File: src/rtl/prog_clock_divider_pkg.sv
// Shared constants for the programmable clock divider.
//   CNT_W_DEF   : default counter / ratio width
//   DEF_DIV_DEF : default divide ratio loaded at reset
//   MIN_DIV     : smallest legal ratio; captured 0 and 1 are raised to this
package prog_clock_divider_pkg;

   localparam int CNT_W_DEF   = 8;
   localparam int DEF_DIV_DEF = 125;
   localparam int MIN_DIV     = 2;

endpackage

File: src/rtl/prog_clock_divider_chan.sv
// Single divider channel.
// The counter runs 0..D-1. clk_o is low for (D+1)/2 cycles, then high for
// D/2 cycles. tick_o marks the last high cycle. A new ratio sits in a shadow
// register and is only applied when the counter restarts, so a period is
// never cut short or stretched.
// Ports:
//   clk_i, rst_n_i : clock, async active-low reset
//   en_i           : run enable; low holds the counter at 0
//   sync_i         : restart strobe, shared with the other channels
//   div_i, load_i  : requested ratio and its capture strobe
//   clk_o          : divided clock (registered)
//   tick_o         : one-cycle pulse per output period (registered)
//   busy_o         : a captured ratio is waiting to be applied
module clk_div_chan
   import prog_clock_divider_pkg::*;
#(
   parameter int CNT_W   = CNT_W_DEF,
   parameter int DEF_DIV = DEF_DIV_DEF
) (
   input  logic             clk_i,
   input  logic             rst_n_i,
   input  logic             en_i,
   input  logic             sync_i,
   input  logic [CNT_W-1:0] div_i,
   input  logic             load_i,
   output logic             clk_o,
   output logic             tick_o,
   output logic             busy_o
);

   logic [CNT_W-1:0] cnt_q;
   logic [CNT_W-1:0] act_q;
   logic [CNT_W-1:0] shd_q;
   logic             pend_q;
   logic             clk_q;
   logic             tick_q;

   logic [CNT_W-1:0] cap_div;
   logic [CNT_W-1:0] new_act;
   logic [CNT_W:0]   half;
   logic             wrap;
   logic             restart;
   logic             apply;
   logic             clk_nxt;

   always_comb begin
      cap_div = (div_i < CNT_W'(MIN_DIV)) ? CNT_W'(MIN_DIV) : div_i;
      wrap    = (cnt_q == act_q - CNT_W'(1));
      // Disable and sync both restart the count, so either is a safe
      // point to switch ratio, as is the natural wrap.
      restart = !en_i || sync_i;
      apply   = restart || wrap;
      // A load coincident with an apply point skips the shadow.
      new_act = load_i ? cap_div : (pend_q ? shd_q : act_q);
      // One extra bit so (D+1) cannot overflow for D = 2^CNT_W-1.
      half    = ({1'b0, act_q} + (CNT_W+1)'(1)) >> 1;
      clk_nxt = ({1'b0, cnt_q} >= half);
   end

   always_ff @(posedge clk_i or negedge rst_n_i) begin
      if (!rst_n_i) begin
         cnt_q  <= '0;
         act_q  <= CNT_W'(DEF_DIV);
         shd_q  <= CNT_W'(DEF_DIV);
         pend_q <= 1'b0;
         clk_q  <= 1'b0;
         tick_q <= 1'b0;
      end else begin
         if (apply) begin
            act_q  <= new_act;
            pend_q <= 1'b0;
            if (load_i) shd_q <= cap_div;
         end else if (load_i) begin
            shd_q  <= cap_div;
            pend_q <= 1'b1;
         end

         if (restart) begin
            cnt_q  <= '0;
            clk_q  <= 1'b0;
            tick_q <= 1'b0;
         end else begin
            cnt_q  <= wrap ? '0 : cnt_q + CNT_W'(1);
            clk_q  <= clk_nxt;
            tick_q <= wrap;
         end
      end
   end

   assign clk_o  = clk_q;
   assign tick_o = tick_q;
   assign busy_o = pend_q;

endmodule

File: src/rtl/prog_clock_divider.sv
// Multi-channel programmable clock divider. Each channel is an independent
// clk_div_chan; only sync_i is shared.
// Ports:
//   clk_i, rst_n_i : clock, async active-low reset
//   en_i           : per-channel run enable
//   sync_i         : common restart strobe
//   div_i          : per-channel ratio, channel n at [n*CNT_W +: CNT_W]
//   load_i         : per-channel ratio capture strobe
//   clk_o, tick_o  : per-channel divided clock and period pulse
//   busy_o         : per-channel ratio-pending flag
module prog_clock_divider
   import prog_clock_divider_pkg::*;
#(
   parameter int NUM_CH  = 2,
   parameter int CNT_W   = CNT_W_DEF,
   parameter int DEF_DIV = DEF_DIV_DEF
) (
   input  logic                    clk_i,
   input  logic                    rst_n_i,
   input  logic [NUM_CH-1:0]       en_i,
   input  logic                    sync_i,
   input  logic [NUM_CH*CNT_W-1:0] div_i,
   input  logic [NUM_CH-1:0]       load_i,
   output logic [NUM_CH-1:0]       clk_o,
   output logic [NUM_CH-1:0]       tick_o,
   output logic [NUM_CH-1:0]       busy_o
);

   for (genvar n = 0; n < NUM_CH; n++) begin : g_ch
      clk_div_chan #(
         .CNT_W   (CNT_W),
         .DEF_DIV (DEF_DIV)
      ) u_chan (
         .clk_i   (clk_i),
         .rst_n_i (rst_n_i),
         .en_i    (en_i[n]),
         .sync_i  (sync_i),
         .div_i   (div_i[n*CNT_W +: CNT_W]),
         .load_i  (load_i[n]),
         .clk_o   (clk_o[n]),
         .tick_o  (tick_o[n]),
         .busy_o  (busy_o[n])
      );
   end

endmodule

File: config.mk
export PLATFORM = sky130hd
export DESIGN_NAME = prog_clock_divider
export DESIGN_NICKNAME = d
export VERILOG_FILES = /design/src/rtl/prog_clock_divider_pkg.sv /design/src/rtl/prog_clock_divider_chan.sv /design/src/rtl/prog_clock_divider.sv
export SDC_FILE = /design/constraint.sdc
export NUM_CORES = 1
export LEC_CHECK = 0
export ABC_AREA = 0
export BUFFER_PORTS_ARGS = -buffer_cell sky130_fd_sc_hd__clkbuf_2
export CORE_MARGIN = 4
export CORE_UTILIZATION = 30
export CTS_BUF_LIST = sky130_fd_sc_hd__clkbuf_4
export DETAILED_ROUTE_END_ITERATION = 10
export SLEW_MARGIN = 20
export SYNTH_ARGS = -nofsm -noshare
export SYNTH_HDL_FRONTEND = slang
export SYNTH_SLANG_ARGS = --single-unit
File: constraint.sdc
create_clock -name clk_i -period 3.7 [get_ports clk_i]
set_clock_uncertainty 0.2 [all_clocks]
set_input_delay 0.37 -clock clk_i [delete_from_list [all_inputs] [get_ports clk_i]]
set_output_delay 0.37 -clock clk_i [all_outputs]
set_load 0.1 [all_outputs]
# Yosys cells after proc, flatten, opt, wreduce, memory -nomap -nowiden
# Index checks and enable logic that the tools add are counted.
[totals] input_bits=23 regBits=54
[classes] add_sub_neg=6 magnitude_cmp=4 mux=18 n_reduce_logical=12 n_eq_ne=2
[op_table] operator="$mux W8" n=10
[op_table] operator="$add A8 B1 Y9 const B" n=2
[op_table] operator="$add A8 B1 Y8 const B" n=2
[op_table] operator="$eq A8 B8 Y1" n=2
[op_table] operator="$ge A8 B8 Y1" n=2
[op_table] operator="$lt A8 B2 Y1 const B" n=2
[op_table] operator="$sub A8 B1 Y8 const B" n=2
[op_table] operator="$mux W1" n=8
[op_table] operator="$reduce_bool A2 Y1" n=4
[op_table] operator="$logic_or A1 B1 Y1" n=4
[op_table] operator="$reduce_and A2 Y1" n=2
[op_table] operator="$logic_not A1 Y1" n=2

# Longest topological paths before layout
[logic_depth] ltp_word=4 ltp_mapped=10

# By module
# A second synthesis with hierarchy kept.
[unflattened] cells_unflattened=309 area_unflattened_um2=3358.2
[modules_own_cells] mod="clk_div_chan at g_ch[0].u_chan" instances=1 cells_per_inst=154 area_per_inst_um2=1685.4
[modules_own_cells] mod="clk_div_chan at g_ch[1].u_chan" instances=1 cells_per_inst=155 area_per_inst_um2=1672.9

# Worst setup path after synthesis
# No wires, ideal clock.
[synth_timing] path_kind="reg-to-reg" startpoint="register g_ch[0].u_chan.act_q[0]" endpoint="register g_ch[0].u_chan.act_q[1]" setup_ns=0.128 stages_incl_launch_ff=11 synth_period_minus_slack_ns=2.746 t_required_ns=3.372 arrival_ns=2.419 slack_ns=0.954 path_cell_list="dfstp_2 buf_2 inv_1 ha_1 or3b_2 nor3_1 xnor2_1 a2111oi_2 o22a_1 buf_4 mux2_1"
[synth_between] elab_chain_cells=4
[synth_lines] item="from (decl)" line_no="prog_clock_divider_chan.sv:32" text="logic [CNT_W-1:0] act_q;"
[synth_lines] item="from (signal assigned)" line_no="prog_clock_divider_chan.sv:63" text="act_q <= CNT_W'(DEF_DIV);"
[synth_lines] item="from (signal assigned)" line_no="prog_clock_divider_chan.sv:70" text="act_q <= new_act;"
[synth_lines] item="$sub A8 B1 Y8" line_no="prog_clock_divider_chan.sv:48" text="wrap = (cnt_q == act_q - CNT_W'(1));"
[synth_lines] item="$eq A8 B8 Y1" line_no="prog_clock_divider_chan.sv:48"
[synth_lines] item="$logic_or A1 B1 Y1" line_no="prog_clock_divider_chan.sv:52" text="apply = restart || wrap;"
[synth_lines] item="$reduce_and A2 Y1 (no source line)"
# No other way between the ends.
# A chain may end at the register's enable or synchronous reset.

# Worst setup path after layout
[layout_timing] startpoint="register g_ch[0].u_chan.act_q[1]" endpoint="register g_ch[0].u_chan.act_q[1]"
# Same word-level chain as after synthesis.

==> flow_summary.toml <==
[status]
status = "finished, final reports clean"

[sta]
fin_crit_sh = 0.831
period_minus_slack_ns = 3.07
relSlewSlack = 0.421
finalSetupViolations = 0
finalHoldViolCount = 0
grt_setup_unrepaired = "no"
setup_ws_ns = 0.627
drv_slew = 0
fin_setup_tns_ns = 0
timing.fmax_ghz = 0.325
worstMarginPinSlew_ns = 0.869

[power_and_ir_drop]
leakagePower_nw = 1.56
ir_drop_uv = 192
p_per_area_mw_per_mm2 = 384

[layout]
fin_util = 0.332
syn2layout_area_growth_pct = 8.12
design_area_mm2 = 0.00360
drive_gt1_frac = 0.268
nets = 376
antenna_cells = 0

[place]
port_buffers = 28
place_area_mm2 = 0.00354
hpwl_um = 4950
place.gp.congestion = 0.839
dp_slack_ns = 0.631

[worst_setup_path]
startpoint_type = "register"
startpoint = "g_ch[0].u_chan.act_q[1]$_DFFE_PN0P_"
cp_num_buf_inv = 2
critPathCapture = "g_ch[0].u_chan.act_q[1]$_DFFE_PN0P_"
arrival_ns = 3.14
r2r-start = "g_ch[0].u_chan.act_q[1]$_DFFE_PN0P_"
cp_num_cells = 9
r2r_cells = 9
critPathCaptureType = "register"
critPathSlowestCell = "dfrtp_1"
rrSetupSlack_ns = 0.63
crit_fanout = 11
cpLargestDelayFamily = "compound AO/OA/AOI/OAI gates"
worstPathCellList = "inv_1 -> ha_1 -> or3b_2 -> nor3_1 -> xnor2_1 -> a2111oi_2 -> buf_4 -> o22a_1 -> mux2_1"
r2r_end = "g_ch[0].u_chan.act_q[1]$_DFFE_PN0P_"
worstSetupPathType = "register to register"
critPathMaxStageDelay_ns = 0.48
worstPathRequired_ns = 3.77

[logic_synthesis]
synth-edff-count = 0
yosys_warnings = 0
synth_cells = 316
synth_nets = 361
yosysSeqAreaShare = 0.415
netlist-cell-type-count = 51
async_reset_ff_frac = 1.00
synth_area_mm2 = 0.00333
synth-main-ff-cell = "dfrtp_1"
ys_seq_elements = 54
syn_area_per_cell_um2 = 10.5

[floorplanning]
io_pins = 29
fp.dieW_um = 113
die_y_um = 113
die-area_mm2 = 0.0128
core_mm2 = 0.0108
start_util = 0.307
rows = 38

[clocking]
cts_tree = "built"
clkSinkCount = 54
cts_resized = 0
clk_pin_slew_worst_paths_ns = 0.15
post_cts_buffers = 0
htree_levels = 2
cts-root-buf = "clkbuf_4"
cts-buffers-inserted = 5
clkLatencyLatePin_ns = 0.36
cts_buffer_depth = 2

[drt]
wl_per_cell_um = 13.8
vias_per_cell = 4.82
num_vias = 2273
first_iter_violations = 102
routed_wl_um = 6510
drc = 0
ant_nets = 0
dr.pass1.iters = 4

[global_route]
track_usage = 0.110
grt_pass1_vias = 2335
grt_antenna_before_repair = 0
grt_pass1_wl_um = 11700
grt_max_degree = 36
grt-ovfl-total = 0

[hold_path]
min_path_type = "input port to register"

[flow_run]
drv_cap = 0
[cell usage after synthesis (8+ instances only)]
cell type,count,share of area
xor2_1,18,0.047
inv_1,11,0.012
nand2_1,10,0.011
nand2b_1,8,0.015
mux2_1,8,0.027
xnor2_1,22,0.058
and3_1,8,0.015
clkbuf_1,11,0.012
ha_1,22,0.083
nor2_1,20,0.023
nor3_1,13,0.020
mux2_2,20,0.068
dfstp_2,24,0.19
dfrtp_1,30,0.23
nand3_1,18,0.027
[how the worst min path moves through the flow]
stage | to | start | depth (start not counted) | slack (ns)
floorplan | g_ch[0].u_chan.act_q[1]$_DFFE_PN0P_ | rst_n_i | 0 | -0.13
global placement | g_ch[1].u_chan.shd_q[7]$_DFFE_PN0P_ | g_ch[1].u_chan.shd_q[7]$_DFFE_PN0P_ | 1 | 0.28
detailed placement | g_ch[1].u_chan.shd_q[7]$_DFFE_PN0P_ | g_ch[1].u_chan.shd_q[7]$_DFFE_PN0P_ | 1 | 0.29
CTS | g_ch[0].u_chan.shd_q[1]$_DFFE_PN0P_ | div_i[1] | 3 | 0.03
global route | g_ch[0].u_chan.shd_q[3]$_DFFE_PN1P_ | div_i[3] | 2 | 0.04
finish | g_ch[0].u_chan.shd_q[1]$_DFFE_PN0P_ | div_i[1] | 3 | 0.06
[layout by cell type, fill, tap and decap left out, types with 3 or more instances in the layout]
master	synthesis	layout
nand3_1	18	18
ha_1	22	22
xor2_1	18	18
nand2_1	10	10
nor2_1	20	20
inv_1	11	11
a21o_1	7	7
a21oi_1	4	4
dfstp_2	24	24
clkbuf_2	0	28
o21ai_0	5	5
clkbuf_4	0	5
and3_1	8	8
xnor2_1	22	22
nor4_1	3	3
o21a_1	3	3
mux2_2	20	20
mux2_1	8	8
nor2b_1	4	4
nor3_1	13	13
dfrtp_1	30	30
nand2b_1	8	8
[state kept, by name, indices dropped and copies added, names as in the netlist]
register,flops
g_ch.u_chan.clk_o,2
g_ch.u_chan.tick_o,2
g_ch.u_chan.busy_o,2
g_ch.u_chan.act_q,16
g_ch.u_chan.shd_q,16
g_ch.u_chan.cnt_q,16
[tightest hold or removal path: cells and delay by family]
kind | cells | cell delay (ns)
buf+inv | 2 | 0.13
compound gates | 1 | 0.09
[kinds of logic after synthesis]
kind of cell	count (synthesis)	share of synthesized area
compound gates	35	0.0853
simple gates	101	0.162
fa+ha+maj	22	0.0827
buf+inv	34	0.0496
flops	54	0.415
mux	30	0.101
xor+xnor	40	0.105
[power breakdown]
part	switching, mW	internal [mW]
Combinational	0.184	0.185
Clock	0.181	0.0717
Sequential	0.0854	0.676
[metal layers]
layer | GRT usage | up-vias | routed length, um
li1 | - | 1133 | -
met1 | 0.143 | 1101 | 2970
met2 | 0.184 | 28 | 3190
met3 | 0.0203 | 11 | 212
met4 | 0.0361 | 0 | 143
met5 | 0 | - | 0
[metrics by stage]
stage          total power, mW  instances  hold WS, ns
6_report                  1.38        472       0.0564
3_5_place_dp              1.14        463        0.288
2_1_floorplan             1.05        316       -0.126
4_1_cts                   1.41        472       0.0322
3_3_place_gp              1.13        463        0.281
5_1_grt                   1.49        472       0.0357
[final cells by class]
type	count	area [um2]
clock buffer	5	37.5
clock inverter	3	16.3
fill	1119	7240
inverter	11	41.3
multi-input combinational	228	1780
sequential	54	1380
tap	140	175
timing repair buffer	31	165
[repair_timing]
action | 4_1_cts | 5_1_grt
endpoints found under the hold margin | 22 | 0
setup endpoints to repair | 0 | 0
hold buffers | 1 | 0
Note: power is estimated with default switching activity, not from simulation.
